==> src/rtl/diaosi_types_pkg.sv <==
// Shared types for the pipeline hazard controller: FSM state encoding and
// the saturating stall-counter helper.
package diaosi_types_pkg;

    typedef enum logic [1:0] {
        HZ_RUN     = 2'd0,
        HZ_LDSTALL = 2'd1,
        HZ_DWAIT   = 2'd2,
        HZ_IMISS   = 2'd3
    } hz_state_t;

    localparam logic [31:0] STALL_CNT_MAX = 32'hFFFF_FFFF;

    function automatic logic [31:0] sat_inc32(input logic [31:0] v);
        if (v == STALL_CNT_MAX) begin
            return v;
        end else begin
            return v + 32'd1;
        end
    endfunction

endpackage

==> src/rtl/hz_scoreboard.sv <==
// In-flight writer tracker for stages EX..WB. Entry 0 sits behind the ID/EX
// latch; each entry advances when the latch feeding it is enabled.
module hz_scoreboard #(
    parameter int NSTAGE     = 5,
    parameter int REGW       = 5,
    parameter int LD_BUBBLES = 1
) (
    input  logic              clk,
    input  logic              rst,
    input  logic [NSTAGE-3:0] i_latch_en,
    input  logic [NSTAGE-3:0] i_flush,
    input  logic [REGW-1:0]   i_id_rs,
    input  logic [REGW-1:0]   i_id_rt,
    input  logic              i_id_rs_use,
    input  logic              i_id_rt_use,
    input  logic              i_id_wen,
    input  logic [REGW-1:0]   i_id_wsel,
    input  logic              i_id_is_load,
    output logic              o_ld_hit,
    output logic              o_any_hit
);

    localparam int NENT = NSTAGE - 2;

    logic [NENT-1:0] r_valid;
    logic [NENT-1:0] r_is_load;
    logic [REGW-1:0] r_wsel [NENT];

    logic w_ld_hit;
    logic w_any_hit;

    // Shift register: bit k of the latch/flush slices is the latch in front of entry k
    always_ff @(posedge clk) begin
        if (rst) begin
            r_valid   <= '0;
            r_is_load <= '0;
            for (int i = 0; i < NENT; i++) begin
                r_wsel[i] <= '0;
            end
        end else begin
            if (i_latch_en[0]) begin
                r_valid[0]   <= i_id_wen & ~i_flush[0];
                r_is_load[0] <= i_id_is_load & ~i_flush[0];
                r_wsel[0]    <= i_id_wsel;
            end
            for (int i = 1; i < NENT; i++) begin
                if (i_latch_en[i]) begin
                    r_valid[i]   <= r_valid[i-1] & ~i_flush[i];
                    r_is_load[i] <= r_is_load[i-1] & ~i_flush[i];
                    r_wsel[i]    <= r_wsel[i-1];
                end
            end
        end
    end

    // Source match; a zero wsel never matches, so register 0 cannot cause a hazard
    always_comb begin
        w_ld_hit  = 1'b0;
        w_any_hit = 1'b0;
        for (int i = 0; i < NENT; i++) begin
            if (r_valid[i] && (r_wsel[i] != '0) &&
                ((i_id_rs_use && (i_id_rs == r_wsel[i])) ||
                 (i_id_rt_use && (i_id_rt == r_wsel[i])))) begin
                w_any_hit = 1'b1;
                if (r_is_load[i] && (i < LD_BUBBLES)) begin
                    w_ld_hit = 1'b1;
                end else begin
                    w_ld_hit = w_ld_hit;
                end
            end else begin
                w_any_hit = w_any_hit;
            end
        end
    end

    assign o_ld_hit  = w_ld_hit;
    assign o_any_hit = w_any_hit;

endmodule

==> src/rtl/hazard_ctrl.sv <==
// Pipeline hazard controller: picks one stall/flush action per cycle by fixed
// priority and drives PC and inter-stage latch enables accordingly.
module hazard_ctrl
    import diaosi_types_pkg::*;
#(
    parameter int NSTAGE     = 5,
    parameter int REGW       = 5,
    parameter int LD_BUBBLES = 1,
    parameter int FWD_EN     = 1
) (
    input  logic              CLK,
    input  logic              RST,
    input  logic              ihit,
    input  logic              dmem_req,
    input  logic              dhit,
    input  logic [REGW-1:0]   id_rs,
    input  logic [REGW-1:0]   id_rt,
    input  logic              id_rs_use,
    input  logic              id_rt_use,
    input  logic              id_wen,
    input  logic [REGW-1:0]   id_wsel,
    input  logic              id_is_load,
    input  logic              ex_redirect,
    output logic              pc_en,
    output logic [NSTAGE-2:0] latch_en,
    output logic [NSTAGE-2:0] flush,
    output logic [1:0]        hz_state,
    output logic [31:0]       stall_cnt
);

    hz_state_t r_state;
    hz_state_t w_next;
    logic [31:0] r_stall_cnt;

    logic              w_pc_en;
    logic [NSTAGE-2:0] w_latch_en;
    logic [NSTAGE-2:0] w_flush;
    logic              w_dwait;
    logic              w_ld_hit;
    logic              w_any_hit;
    logic              w_lduse;

    hz_scoreboard #(
        .NSTAGE     (NSTAGE),
        .REGW       (REGW),
        .LD_BUBBLES (LD_BUBBLES)
    ) u_scoreboard (
        .clk          (CLK),
        .rst          (RST),
        .i_latch_en   (w_latch_en[NSTAGE-2:1]),
        .i_flush      (w_flush[NSTAGE-2:1]),
        .i_id_rs      (id_rs),
        .i_id_rt      (id_rt),
        .i_id_rs_use  (id_rs_use),
        .i_id_rt_use  (id_rt_use),
        .i_id_wen     (id_wen),
        .i_id_wsel    (id_wsel),
        .i_id_is_load (id_is_load),
        .o_ld_hit     (w_ld_hit),
        .o_any_hit    (w_any_hit)
    );

    // Without forwarding any in-flight writer of a used source must drain first
    assign w_lduse = (FWD_EN != 0) ? w_ld_hit : w_any_hit;
    assign w_dwait = dmem_req & ~dhit;

    // Priority: data wait > redirect > load-use > icache miss > run
    always_comb begin
        w_next     = HZ_RUN;
        w_pc_en    = 1'b1;
        w_latch_en = '1;
        w_flush    = '0;
        if (RST) begin
            w_flush = '1;
        end else if (w_dwait) begin
            w_next     = HZ_DWAIT;
            w_pc_en    = 1'b0;
            w_latch_en = '0;
        end else if (ex_redirect) begin
            w_flush[0] = 1'b1;
            w_flush[1] = 1'b1;
        end else if (w_lduse) begin
            w_next        = HZ_LDSTALL;
            w_pc_en       = 1'b0;
            w_latch_en[0] = 1'b0;
            w_flush[1]    = 1'b1;
        end else if (!ihit) begin
            w_next     = HZ_IMISS;
            w_pc_en    = 1'b0;
            w_flush[0] = 1'b1;
        end else begin
            w_next = HZ_RUN;
        end
    end

    // State register; records the action taken in the cycle just ended
    always_ff @(posedge CLK) begin
        if (RST) begin
            r_state <= HZ_RUN;
        end else begin
            r_state <= w_next;
        end
    end

    // Counts cycles whose recorded state is a stall, so it tracks hz_state
    always_ff @(posedge CLK) begin
        if (RST) begin
            r_stall_cnt <= 32'd0;
        end else if (w_next != HZ_RUN) begin
            r_stall_cnt <= sat_inc32(r_stall_cnt);
        end else begin
            r_stall_cnt <= r_stall_cnt;
        end
    end

    assign pc_en     = w_pc_en;
    assign latch_en  = w_latch_en;
    assign flush     = w_flush;
    assign hz_state  = r_state;
    assign stall_cnt = r_stall_cnt;

endmodule
==> config.mk <==
export PLATFORM = sky130hd
export DESIGN_NAME = hazard_ctrl
export DESIGN_NICKNAME = d
export VERILOG_FILES = /design/src/rtl/diaosi_types_pkg.sv /design/src/rtl/hz_scoreboard.sv /design/src/rtl/hazard_ctrl.sv
export SDC_FILE = /design/constraint.sdc
export NUM_CORES = 1
export LEC_CHECK = 0
export CAP_MARGIN = 20
export CORE_ASPECT_RATIO = 1.25
export CORE_MARGIN = 2
export CORE_UTILIZATION = 44
export DETAILED_ROUTE_END_ITERATION = 10
export PLACE_DENSITY = 0.74
export RECOVER_POWER = 100
export SKIP_CTS_REPAIR_TIMING = 1
export SYNTH_ARGS = -nofsm -noshare
export SYNTH_HDL_FRONTEND = slang
export SYNTH_HIERARCHICAL = 1
export SYNTH_SLANG_ARGS = --single-unit
export TNS_END_PERCENT = 20
==> constraint.sdc <==
create_clock -name CLK -period 3.4 [get_ports CLK]
set_input_delay 0.85 -clock CLK [delete_from_list [all_inputs] [get_ports CLK]]
set_output_delay 0.85 -clock CLK [all_outputs]
set_load 0.05 [all_outputs]
* Yosys cells after proc, flatten, opt, wreduce, memory -nomap -nowiden
Memories as Yosys holds them, arrays and structs flattened. Index checks and enable logic that the tools add are counted. Widths: inputs -> output; s select.
Word-level totals: register bits after elaboration 36, RAM bits 15, input port bits 25, output and inout bits 43, logic and storage cells 64, memories kept 1
Operators by class: add/subtract/negate cells 1, eq/ne operators 3, muxes and demuxes 38, bitwise gates (word level) 9, reductions and logical operators 8
Memory list:
- u_scoreboard.r_wsel | words 3, bits a word 5, rd ports 2, clocked after Yosys merged registers in 0, wr ports 3, line hz_scoreboard.sv:27 | logic [REGW-1:0] r_wsel [NENT];
Operators with widths (count):
- $add 32x1->32 const B | 1
- $eq 32x32->1 const B | 1
- $mux 1 | 24
- $mux 2 | 9
- $mux 5 | 3
- $eq 5x5->1 | 2
- $reduce_bool 5->1 | 1
- $logic_and 1x1->1 | 4
- $mux 4 | 1
- $and 1x1->1 | 3
- $mux 3 | 1
- $not 1->1 | 3
- $or 1x1->1 | 3
- $reduce_and 2->1 | 1
- $reduce_bool 2->1 | 1
- $logic_or 1x1->1 | 1

* Longest topological paths before layout
depth in word-level cells 13, depth in mapped cells 12, mapped depth without buffers 10

* By module
Netlist, hierarchy kept.
Modules (own cells, without submodules):
- hazard_ctrl | instances 1, cells an instance 217, area each 1991.9 um2, sequential area each 680.7 um2
- hz_scoreboard | instances 1, cells an instance 104, area each 1142.3 um2, sequential area each 530.5 um2

* Least setup slack after synthesis
OpenSTA, ideal clock, no wires.
kind input to output, from input id_rt[0], to output pc_en, arrival 2.649 ns, data required time 2.550 ns, setup slack -0.099 ns, cell stages on the path 10, buffers on the path 2, path through xnor2_1 nand4_1 o22ai_1 o211ai_2 nor2_1 nor2b_1 o21ai_1 nand2_1 clkbuf_1 clkbuf_1
Between the ends: word-level cells in the longest chain between the ends 9
RTL lines:
- from (decl) | line hazard_ctrl.sv:17 | input logic [REGW-1:0] id_rt,
- $eq 5x5->1 | line hz_scoreboard.sv:63 | (i_id_rt_use && (i_id_rt == r_wsel[i])))) begin
- $logic_and 1x1->1 | line hz_scoreboard.sv:63
- $logic_or 1x1->1 | line hz_scoreboard.sv:62 | ((i_id_rs_use && (i_id_rs == r_wsel[i])) ||
- $logic_and 1x1->1 | line hz_scoreboard.sv:61 | if (r_valid[i] && (r_wsel[i] != '0) &&
- $mux 1 | line hz_scoreboard.sv:61
- via w_ld_hit | line hazard_ctrl.sv:39 | logic w_ld_hit;
- $mux 1 | line hazard_ctrl.sv:82 | end else if (w_lduse) begin
- $mux 1 | line hazard_ctrl.sv:79 | end else if (ex_redirect) begin
- $mux 1 | line hazard_ctrl.sv:75 | end else if (w_dwait) begin
- $mux 1 | line hazard_ctrl.sv:73 | if (RST) begin
- to (decl) | line hazard_ctrl.sv:24 | output logic pc_en,
The timed path passes the listed nets, and every way through them passes these cells.

* Worst setup path in the final report
from input id_rt_use, to output flush[0]
Between the ends: word-level cells in the longest chain between the ends 8
RTL lines:
- from (decl) | line hazard_ctrl.sv:19 | input logic id_rt_use,
- $logic_and 1x1->1 | line hz_scoreboard.sv:63
- $logic_or 1x1->1 | line hz_scoreboard.sv:62
- $logic_and 1x1->1 | line hz_scoreboard.sv:61
- $mux 1 | line hz_scoreboard.sv:61
- via w_ld_hit | line hazard_ctrl.sv:39
- $mux 1 | line hazard_ctrl.sv:82
- $mux 2 | line hazard_ctrl.sv:79
- $mux 2 | line hazard_ctrl.sv:75
- $mux 2 | line hazard_ctrl.sv:73
- to (decl) | line hazard_ctrl.sv:26 | output logic [NSTAGE-2:0] flush,
The timed path passes the listed nets, and every way through them passes these cells.

==> metrics.txt <==
required time at the worst-slack endpoint approximately 2.6 ns; final clock period utilization by the worst path 0.9619; CTS tree yes; max-cap viol count 0; post-detailed-route via-to-cell ratio 5.556; Detailed Route Iter0 Violations 110; CP max-delay cell sky130_fd_sc_hd__clkdlybuf4s50_1; Post-Route Hold Slack just under 0.5 ns; fill cell total of the finished layout roughly 500; Clock Root Buffer sky130_fd_sc_hd__clkbuf_8; post-DP HPWL roughly 4000 µm; clock skew 0.004823 ns; overall power slightly below 1000 µW; pin count of the biggest net entering global routing 40; family of cells with the greatest summed delay on the critical path buffers and inverters; Worst slew margin 0.5962; final estimated routing congestion in global placement between 0.7 and 0.8; YS warnings 6; most frequent cell on the critical path sky130_fd_sc_hd__nor2_1; Hold Crit Start u_scoreboard/r_is_load[0]; post-synth net total about 280; initial antenna violation count 0; Endpoint, Worst Hold u_scoreboard/r_is_load[0]; maximum fanout along the worst path 3; clock buffer count from CTS 5; part of the power in the clock network 0.338; number of vias after detailed routing 2178; Crit Reg-Reg Endpoint stall_cnt[1]; combinational group share of total power 0.140; die extent in y 86.76 µm; Achievable Freq ~0.31 GHz; netlist area before placement roughly 2400 µm²; syn avg cell area 9.382 µm²; first-pass GRT wire length ~9300 µm; DR DRC count 0; worst hold path class reg2reg; FF-to-FF Start u_scoreboard/r_wsel[0][0]; number of endpoints with negative hold slack in the final report 0; Clock Tree Buf Depth 2; std cell rows 30; Non-Filler Cell Area, Final ~3200 µm²; final-report setup violation count 0; kind of end point of the critical path primary output; share of total power consumed by net switching 0.2500; critical path arrival roughly 2.4 ns; core area ~5400 µm²; vias in the first global route around 2100; internal reg-to-reg setup slack about 0.67 ns; share of total power in sequential cells 0.522; CP Launch Type input pin; clock sink total between 40 and 50; Max VDD drop 0.1836 mV; Remaining Overflow, GRT 0; Final TNS setup 0 ns; die outline area ~6100 µm²; H-tree lvl count 2; Routed Antenna Nets 0; shortest period the worst path allows 3.270 ns; layout net count roughly 350; Area Growth Syn to Fin 32.80%; Critical Setup Path Class in2out; average detailed-routed wire length per instance 13.77 µm; buffer and inverter count on the worst path 3; Slew @ Worst Pin roughly 0.60 ns; Power Dens Cells between 300 and 400 nW/µm²; Die Wd about 70 µm; max-slew violation count 0; detailed-router iteration count before antenna repair 4; leakage power about 0.0013 µW; series of cell instances along the critical path clkdlybuf4s50_1, nand2_1, o22ai_2, o211ai_2, nor2_2, buf_4, nor2_1, nor3_1, nor2_1, clkbuf_16; clock input transition at the sequential cells of the worst setup and hold paths approximately 0.070 ns; antenna diode count 0; worst hold path cell count 2; Reg2Reg Depth 10; clock latency on the worst-skew pair just under 0.3 ns; count of boundary I/O pins 68; number of instances in the synthesized netlist roughly 260; total wire length approximately 5400 µm; Placed Area approximately 3200 µm²; delay of the slowest critical-path stage between 0.4 and 0.5 ns; Port Buffers 67; switching power total around 240 µW; Tot GR Track Use 0.1839; cell-internal power between 700 and 800 µW; starting density of the core 0.4492; fraction of layout instances using a drive strength above 1 0.1555; result of the run complete, no violations
## per-layer routing
metal,vias to the layer above,part of all wire,GRT usage
met1,1041,0.42,0.2100
li1,1094,-,-
met2,38,0.53,0.3385
met5,-,0,0
met3,5,0.042,0.04070
met4,0,0.0080,0.06119
## state kept, by name, summed over array words and instances, names as in the netlist
register,cells
stall_cnt,32
u_scoreboard/r_wsel,5
hz_state,2
u_scoreboard/r_is_load,1
u_scoreboard/r_valid,1
## power groups by stage
stage	combinational, µW	sequential (µW)	clock, µW
4_1_cts	155	506	337
6_report	136	506	327
5_1_grt	146	507	360
2_1_floorplan	73.1	524	0
3_5_place_dp	154	517	0
3_3_place_gp	153	517	0
## per-stage QoR
step	util	worst slack [ns]	cells
2_1_floorplan	-	0.01612	257
3_3_place_gp	0.6021	-0.08622	383
3_5_place_dp	0.6021	-0.1615	383
4_1_cts	0.6189	-0.1313	391
5_1_grt	0.5965	-0.002177	392
6_report	0.5965	0.1296	392
## how the worst max path moves through the flow
stage | startpoint | end | slack, ns | cells after the start
after floorplan | id_rt[0] | pc_en | 0.02 | 10
after global placement | id_rt[0] | stall_cnt[6] | -0.09 | 12
after global routing | id_rt_use | flush[0] | -0.002 | 10
after CTS | id_rt[4] | pc_en | -0.13 | 10
after detailed placement | id_rt[1] | stall_cnt[6] | -0.16 | 12
final | id_rt_use | flush[0] | 0.13 | 10
## final cells by class
type | count | area, µm² | share of cell area
sequential | 41 | 870.8 | 0.2720
tap | 64 | 80.08 | 0.02501
multi-input combinational | 190 | 1346 | 0.4205
clock buffer | 8 | 90.09 | 0.02814
timing repair buffer | 79 | 777.0 | 0.2427
inverter | 10 | 37.54 | 0.01172
## tightest hold or removal path: cells and delay by family, from the launching register on
kind	cells	cell delay, ns
AO/OA/AOI/OAI	1	0.05
AND/OR/NAND/NOR	1	0.07
flip-flops	1	0.32
## layout by cell type, fill, tap and decap left out, types with 7 or more instances in the layout
cell type / instances
sky130_fd_sc_hd__or4_1: 7
sky130_fd_sc_hd__xnor2_1: 11
sky130_fd_sc_hd__clkdlybuf4s50_1: 12
sky130_fd_sc_hd__dfxtp_1: 36
sky130_fd_sc_hd__nor2_1: 20
sky130_fd_sc_hd__dlygate4sd3_1: 36
sky130_fd_sc_hd__mux2_4: 9
sky130_fd_sc_hd__nor4_1: 8
sky130_fd_sc_hd__o21ai_0: 7
sky130_fd_sc_hd__nand3_1: 8
sky130_fd_sc_hd__or3_1: 8
sky130_fd_sc_hd__dlymetal6s2s_1: 10
sky130_fd_sc_hd__o31ai_1: 7
sky130_fd_sc_hd__a21oi_1: 17
sky130_fd_sc_hd__inv_1: 10
sky130_fd_sc_hd__nand4_1: 9
sky130_fd_sc_hd__nand2_1: 13
sky130_fd_sc_hd__nor2b_1: 10
sky130_fd_sc_hd__clkbuf_1: 7
Power figures use the tool's default switching activity.
